[src/rtl/pipe_skid_stage.sv]
// Two-entry skid buffer pipeline stage. A registered in_ready breaks the
// ready path, and bubbles present all-zero control/data downstream.
module pipe_skid_stage #(
  parameter int DATA_W  = 32,
  parameter int CTRL_W  = 8,
  parameter int STALL_W = 16
) (
  input  logic               clk,
  input  logic               rst,
  input  logic               flush,
  input  logic               clr_cnt,
  input  logic               in_valid,
  output logic               in_ready,
  input  logic [CTRL_W-1:0]  in_ctrl,
  input  logic [DATA_W-1:0]  in_data,
  output logic               out_valid,
  input  logic               out_ready,
  output logic [CTRL_W-1:0]  out_ctrl,
  output logic [DATA_W-1:0]  out_data,
  output logic [1:0]         occupancy,
  output logic [STALL_W-1:0] stall_cnt
);

  typedef enum logic [1:0] {EMPTY = 2'd0, FULL = 2'd1, SKID = 2'd2} state_e;

  typedef struct packed {
    logic [CTRL_W-1:0] ctrl;
    logic [DATA_W-1:0] data;
  } entry_t;

  state_e             state_q, state_d;
  entry_t             main_q, main_d, skid_q, skid_d, in_ent;
  logic               in_ready_q;
  logic [STALL_W-1:0] stall_q, stall_d;
  logic               in_fire, out_fire;

  assign in_ent    = '{ctrl: in_ctrl, data: in_data};
  assign out_valid = (state_q == FULL) || (state_q == SKID);
  assign in_ready  = in_ready_q;
  assign in_fire   = in_valid & in_ready_q;
  assign out_fire  = out_valid & out_ready;

  always_comb begin
    state_d = state_q;
    main_d  = main_q;
    skid_d  = skid_q;
    if (flush) begin
      state_d = EMPTY;
      main_d  = '0;
      skid_d  = '0;
    end else begin
      unique case (state_q)
        EMPTY: if (in_fire) begin
          state_d = FULL;
          main_d  = in_ent;
        end
        FULL: unique case ({in_fire, out_fire})
          2'b11: main_d = in_ent;
          2'b10: begin
            skid_d  = in_ent;
            state_d = SKID;
          end
          2'b01: begin
            main_d  = '0;
            state_d = EMPTY;
          end
          default: ;
        endcase
        // Inputs are ignored here: in_ready is already low.
        SKID: if (out_fire) begin
          main_d  = skid_q;
          skid_d  = '0;
          state_d = FULL;
        end
        default: state_d = EMPTY;
      endcase
    end
  end

  always_comb begin
    stall_d = stall_q;
    if (clr_cnt)
      stall_d = '0;
    else if (out_valid && !out_ready && !(&stall_q))
      stall_d = stall_q + {{(STALL_W-1){1'b0}}, 1'b1};
  end

  always_ff @(posedge clk or negedge rst) begin
    if (!rst) begin
      state_q    <= EMPTY;
      main_q     <= '0;
      skid_q     <= '0;
      in_ready_q <= 1'b0;
      stall_q    <= '0;
    end else begin
      state_q    <= state_d;
      main_q     <= main_d;
      skid_q     <= skid_d;
      in_ready_q <= (state_d != SKID);
      stall_q    <= stall_d;
    end
  end

  always_comb begin
    unique case (state_q)
      FULL:    occupancy = 2'd1;
      SKID:    occupancy = 2'd2;
      default: occupancy = 2'd0;
    endcase
  end

  assign out_ctrl  = out_valid ? main_q.ctrl : '0;
  assign out_data  = out_valid ? main_q.data : '0;
  assign stall_cnt = stall_q;

endmodule

[config.mk]
export PLATFORM = sky130hd
export DESIGN_NAME = pipe_skid_stage
export DESIGN_NICKNAME = d
export VERILOG_FILES = /design/src/rtl/pipe_skid_stage.sv
export SDC_FILE = /design/constraint.sdc
export NUM_CORES = 1
export LEC_CHECK = 0
export CAP_MARGIN = 20
export CORE_ASPECT_RATIO = 0.9
export CORE_MARGIN = 4
export CORE_UTILIZATION = 45
export CTS_CLUSTER_SIZE = 16
export DETAILED_ROUTE_END_ITERATION = 10
export PLACE_DENSITY = 0.69
export SLEW_MARGIN = 10
export SYNTH_ARGS = -nofsm -noshare
export SYNTH_HDL_FRONTEND = slang
export SYNTH_SLANG_ARGS = --single-unit
[constraint.sdc]
create_clock -name clk -period 6 [get_ports clk]
set_input_delay 1.2 -clock clk [delete_from_list [all_inputs] [get_ports clk]]
set_output_delay 1.2 -clock clk [all_outputs]
set_load 0.005 [all_outputs]
=== Word level (Yosys, flattened, before mapping) ===
Index checks and enable logic that the tools add are counted.

* Output and inout port bits: 60
* Register bits: 99
* Logic and storage cells: 51
* Input bits: 46

* Multiplexer cells: 19
* Reduce and logical (&&, ||, !) cells: 12
* Add/subtract/negate cells: 1
* Bitwise operators: 2
* Equality and inequality tests: 10

{| class="wikitable"
|+ Operators with widths
! cell !! number
|-
| two-way mux 40 bit || 6
|-
| one-hot mux 40 bit (2 select lines) || 2
|-
| one-hot mux 40 bit (3 select lines) || 1
|-
| two-way mux 16 bit || 2
|-
| two-way mux 32 bit || 1
|-
| adder 16 x 1 -> 16 bit, second input constant || 1
|-
| AND reduction 16 bit || 1
|-
| two-way mux 8 bit || 1
|-
| one-hot mux 2 bit (2 select lines) || 2
|-
| == test 2 bit, second input constant || 3
|-
| two-way mux 2 bit || 3
|-
| inequality test 3 bit, second input constant || 2
|-
| one-hot mux 2 bit (3 select lines) || 1
|-
| == test 2 x 1 -> 1 bit, second input constant || 2
|-
| inequality test 4 x 2 -> 1 bit, second input constant || 1
|-
| AND reduction 4 bit || 1
|-
| nonzero test 4 bit || 1
|-
| inequality test 3 x 2 -> 1 bit, second input constant || 1
|-
| AND reduction 3 bit || 1
|-
| nonzero test 3 bit || 1
|-
| AND 1 bit || 2
|-
| logical AND 1 bit || 2
|-
| zero test 1 bit || 2
|-
| zero test 2 bit || 1
|-
| 3 further kinds || 3
|}

=== Longest topological paths before layout ===
* Depth in word-level cells: 8
* Mapped depth: 11
* Depth with buffers taken out: 8

=== Least setup slack after synthesis ===
OpenSTA, ideal clock, no wires.

* Path type: flip-flop to output port
* From: register state_q[0]
* To: output port out_ctrl[0]
* Arrival: 1.304 ns
* Slack: 3.496 ns
* Stages on the path, launching flop included: 6
* Required time: 4.800 ns
* Buffers on the path: 2
* Cells stage by stage: dfrtp_1 > inv_1 > ha_1 > buf_4 > clkbuf_1 > and2_1

* Longest elaborated chain between the ends: 3
* Elaborated cells between the ends (all ways): 4
* Those cells by class: 2 x eq/ne; 1 x mux; 1 x reduce/logical

{| class="wikitable"
|+ Ends and longest elaborated chain
! what !! RTL line !! RTL
|-
| start, declared || 31 || <nowiki>state_e state_q, state_d;</nowiki>
|-
| start signal, assigned || 96 || <nowiki>state_q <= state_d;</nowiki>
|-
| == test 2 x 1 -> 1 bit or == test 2 bit (tied branches) || 38 || <nowiki>assign out_valid = (state_q == FULL) || (state_q == SKID);</nowiki>
|-
| logical OR 1 bit * || 38 ||
|-
| net out_valid || 16 || <nowiki>output logic out_valid,</nowiki>
|-
| two-way mux 8 bit * || 112 || <nowiki>assign out_ctrl = out_valid ? main_q.ctrl : '0;</nowiki>
|-
| end, declared || 18 || <nowiki>output logic [CTRL_W-1:0] out_ctrl,</nowiki>
|}

The timed path passes the listed nets; every way through them passes the cells marked *.

=== Worst setup path after layout ===
* From: register state_q[0]
* To: output port out_data[13]

* Longest elaborated chain between the ends: 3
* Elaborated cells between the ends (all ways): 4
* Those cells by class: 2 x eq/ne; 1 x mux; 1 x reduce/logical

{| class="wikitable"
|+ Ends and longest elaborated chain
! what !! RTL line !! RTL
|-
| == test 2 x 1 -> 1 bit or == test 2 bit (tied branches) || 38 ||
|-
| logical OR 1 bit * || 38 ||
|-
| two-way mux 32 bit * || 113 || <nowiki>assign out_data = out_valid ? main_q.data : '0;</nowiki>
|-
| end, declared || 19 || <nowiki>output logic [DATA_W-1:0] out_data,</nowiki>
|}

Mark *: on every way between the ends. The rest lies on a longest branch, timed or not.

==> metrics.md <==
| Metric | Value |
|---|---|
| Via density per instance | 5.613 |
| Clock tree from TritonCTS | yes |
| Number of primary I/O pins | 106 |
| Max-slew violation count | 0 |
| Final worst slack | 2.149 ns |
| # setup viols final | 0 |
| Critical path buffer and inverter count | 3 |
| EDFF count, synth | 0 |
| Combinational share of power | 0.191 |
| Reg clk slew, reported paths | 0.06 ns |
| Sequential share of the synthesized area | 0.5081 |
| Final hold violation count | 0 |
| Total DRC errors in the routed layout | 0 |
| Num CTS Buffers | 9 |
| Worst reg2reg setup slack | 2.90 ns |
| Num rows | 35 |
| Worst-case vdd ir drop | 0.0001652 V |
| Critical Path End Type | primary output |
| Sw power | 0.0004522 W |
| Post-Route Setup TNS | 0 ns |
| Number of vias after detailed routing | 4193 |
| Yosys warning count | 0 |
| Number of H-tree branching levels | 3 |
| Violation count after the first detailed-route iteration | 274 |
| Number of filler instances in the final layout | 948 |
| Sinks on Clock Net | 99 |
| Fraction of power consumed by sequential logic | 0.469 |
| Int Power | 0.001204 W |
| Data arrival time at the worst-slack endpoint | 2.65 ns |
| Family of cells with the greatest summed delay on the critical path | buffers and inverters |
| Fraction of layout cells with a size suffix above 1 | 0.05663 |
| Cell with the largest stage delay on the worst path | sky130_fd_sc_hd__ha_1 |
| Crit path required time | 4.80 ns |
| Switching share of power | 0.2731 |
| CTS Root Buffer Type | sky130_fd_sc_hd__clkbuf_16 |
| Max Buffers Root-to-Sink | 2 |
| Quantity of I/O buffers inserted on ports | 105 |
| Setup repair after global routing missed its margin | false |
| Startpoint-to-endpoint class of the critical path | reg -> out |
| Initial DRT Pass Iterations | 4 |
| Number of setup buffers added after CTS | 0 |
| Worst clock skew | 0.006807 ns |
| Remaining max-slew budget at the tightest pin | 0.3151 |
| Slew @ Worst Pin | 1.025 ns |
| Primary flip-flop cell chosen by synthesis mapping | sky130_fd_sc_hd__dfrtp_1 |
| Die H | 106.8 um |
| Number of antenna-violating nets in the routed design | 0 |
| Setup crit start kind | flip-flop |
| Clock Latency Late Sink | 0.34 ns |
| Total routing resource utilization after global routing | 0.1965 |
| ANT cells | 0 |
| Wire length of the first global-routing pass | 20500 um |
| HP Class | reg -> reg |
| Post-route fraction of the period consumed by the critical path | 0.6419 |
| Overflow left after global routing | 0 |
| Post-synthesis instance area | 0.004876 mm^2 |
| RePlAce Congestion | 0.9198 |
| Area added between synthesis and finish | 29.23% |
| Clock network power share | 0.340 |
| Die area | 0.01257 mm^2 |
| Power density of the placed cells | 262.8 mW/mm^2 |
| Max Fanout on Critical Path | 33 |
| Vias in the first global route | 4078 |
| Synth unique cells | 46 |
| Placement Setup Slack | 2.396 ns |
| Total half-perimeter wirelength after legalization and detailed placement | 7867 um |
| Cell chain of the critical path | inv_1 -> ha_1 -> buf_4 -> and2_1 -> clkdlybuf4s50_1 |
| Synth Area per Inst | 9.131 um^2 |
| Total routed wirelength | 12120 um |
| Initial antenna violation count | 0 |
| Maximum cell stage delay along the critical path | 0.65 ns |
| Number of storage elements in the synthesis netlist | 99 |
| Post-Synthesis Cells | 534 |
| Proportion of synthesized flip-flops having asynchronous set or reset | 1.000 |
| Result of the run | complete, no violations |
| CTS Hold Bufs | 0 |
| Sequential cell area | 0.002477 mm^2 |
| Max Clock Freq | 259.7 MHz |
| Combined area of the multi-input logic cells | 0.002210 mm^2 |
| CTS resizes | 0 |
| Reported leakage power | 2.678 nW |
| Largest net degree at the start of global routing | 85 |
| Starting density of the core | 0.4678 |
| MaxCap Viol Count | 0 |
| Net count reported at finish | 667 |
| Post-Synthesis Net Count | 588 |
| Shortest clock period the worst path allows after layout | 3.851 ns |
| Die W | 117.7 um |
| Average wire per standard cell | 16.22 um |
| Core footprint | 0.01042 mm^2 |
-- metal layers --
| layer | vias up | wire length (um) | track usage |
|---|---|---|---|
| li1 | 2045 | - | - |
| met1 | 2042 | 5820 | 0.2728 |
| met2 | 97 | 5557 | 0.3106 |
| met3 | 9 | 634 | 0.04958 |
| met4 | 0 | 104 | 0.04937 |
| met5 | - | 0 | 0 |
-- logic make-up after synthesis --
| family | synth area share |
|---|---|
| AND/OR/NAND/NOR | 0.2020 |
| flip-flops | 0.5081 |
| adder cells (fa/ha/maj) | 0.02053 |
| AO/OA/AOI/OAI | 0.2217 |
| buffers and inverters | 0.04337 |
| multiplexers | 0.004362 |
-- worst min-delay path, stage by stage (launching register included) --
cell	delay (ns)
sky130_fd_sc_hd__dfrtp_1	0.34
sky130_fd_sc_hd__nand2_1	0.05
sky130_fd_sc_hd__o31ai_1	0.05
-- cells in the mapped netlist, drive strengths merged, types with 2 or more instances --
library cell | n | share of area
dfrtp | 99 | 0.51
nor3 | 5 | 0.0051
ha | 8 | 0.021
buf | 2 | 0.0023
a21oi | 9 | 0.0092
o21ai | 55 | 0.056
and3 | 3 | 0.0038
or4 | 2 | 0.0031
nand3 | 6 | 0.0062
or2 | 2 | 0.0031
nand2 | 130 | 0.10
inv | 10 | 0.0077
o311ai | 3 | 0.0054
a22oi | 40 | 0.062
o41ai | 3 | 0.0054
nor4 | 2 | 0.0026
nand4 | 4 | 0.0064
o31ai | 42 | 0.065
clkbuf | 40 | 0.032
nor2 | 2 | 0.0015
and2 | 42 | 0.054
or3 | 5 | 0.0067
a21boi | 2 | 0.0031
a31oi | 3 | 0.0038
-- per-stage QoR --
step / cells / power, W / instance area [um^2] / hold WS (ns) / util
2_1_floorplan: 534 / 0.0009542 / 4876 / 0.4402 / -
3_3_place_gp: 729 / 0.001088 / 5959 / 0.4524 / 0.5718
3_5_place_dp: 729 / 0.001100 / 5959 / 0.4585 / 0.5718
4_1_cts: 745 / 0.001664 / 6246 / 0.4739 / 0.5993
5_1_grt: 747 / 0.001745 / 6301 / 0.4876 / 0.6046
6_report: 747 / 0.001656 / 6301 / 0.4680 / 0.6046
-- cell type report --
cell class | instances | share of cell area
Sequential cell | 99 | 0.3932
Clock buffer | 11 | 0.03693
Timing Repair Buffer | 111 | 0.1791
Tap cell | 129 | 0.02562
Inverter | 10 | 0.005957
Multi-Input combinational cell | 382 | 0.3507
Clock inverter | 5 | 0.008539
-- cell usage in the layout (no fill, tap or decap), types with 9 or more instances in the layout --
| master | count |
|---|---|
| sky130_fd_sc_hd__clkdlybuf4s50_1 | 103 |
| sky130_fd_sc_hd__nand2_1 | 129 |
| sky130_fd_sc_hd__and2_1 | 41 |
| sky130_fd_sc_hd__o21ai_0 | 54 |
| sky130_fd_sc_hd__inv_1 | 10 |
| sky130_fd_sc_hd__dfrtp_1 | 99 |
| sky130_fd_sc_hd__o31ai_1 | 42 |
| sky130_fd_sc_hd__a21oi_1 | 9 |
| sky130_fd_sc_hd__clkbuf_16 | 9 |
| sky130_fd_sc_hd__a22oi_1 | 40 |
-- path summary, 6_finish.rpt --
path / cells past startpoint / end / start
setup / recovery: 5 / out_data[13] / state_q[0]
hold / removal: 2 / main_q[13] / main_q[13]
setup reg to reg: 8 / skid_q[39] / state_q[0]
hold reg to reg: 2 / main_q[13] / main_q[13]
max in group asynchronous: 3 / skid_q[13] / rst
min in group asynchronous: 1 / stall_cnt[11] / rst
-- power by group through the flow --
| stage | Combinational, W | Sequential, W | Clock (W) |
|---|---|---|---|
| floorplan | 0.000177 | 0.000777 | 0 |
| global placement | 0.000301 | 0.000787 | 0 |
| detailed placement | 0.000310 | 0.000790 | 0 |
| CTS | 0.000311 | 0.000777 | 0.000575 |
| global route | 0.000356 | 0.000786 | 0.000604 |
| finish | 0.000316 | 0.000777 | 0.000563 |
-- flip-flops by register name (all words and copies together) (netlist names) --
register and flops:
main_q 40, skid_q 40, in_ready 1, state_q 2, stall_cnt 16
(Power assumes the default switching activity.)
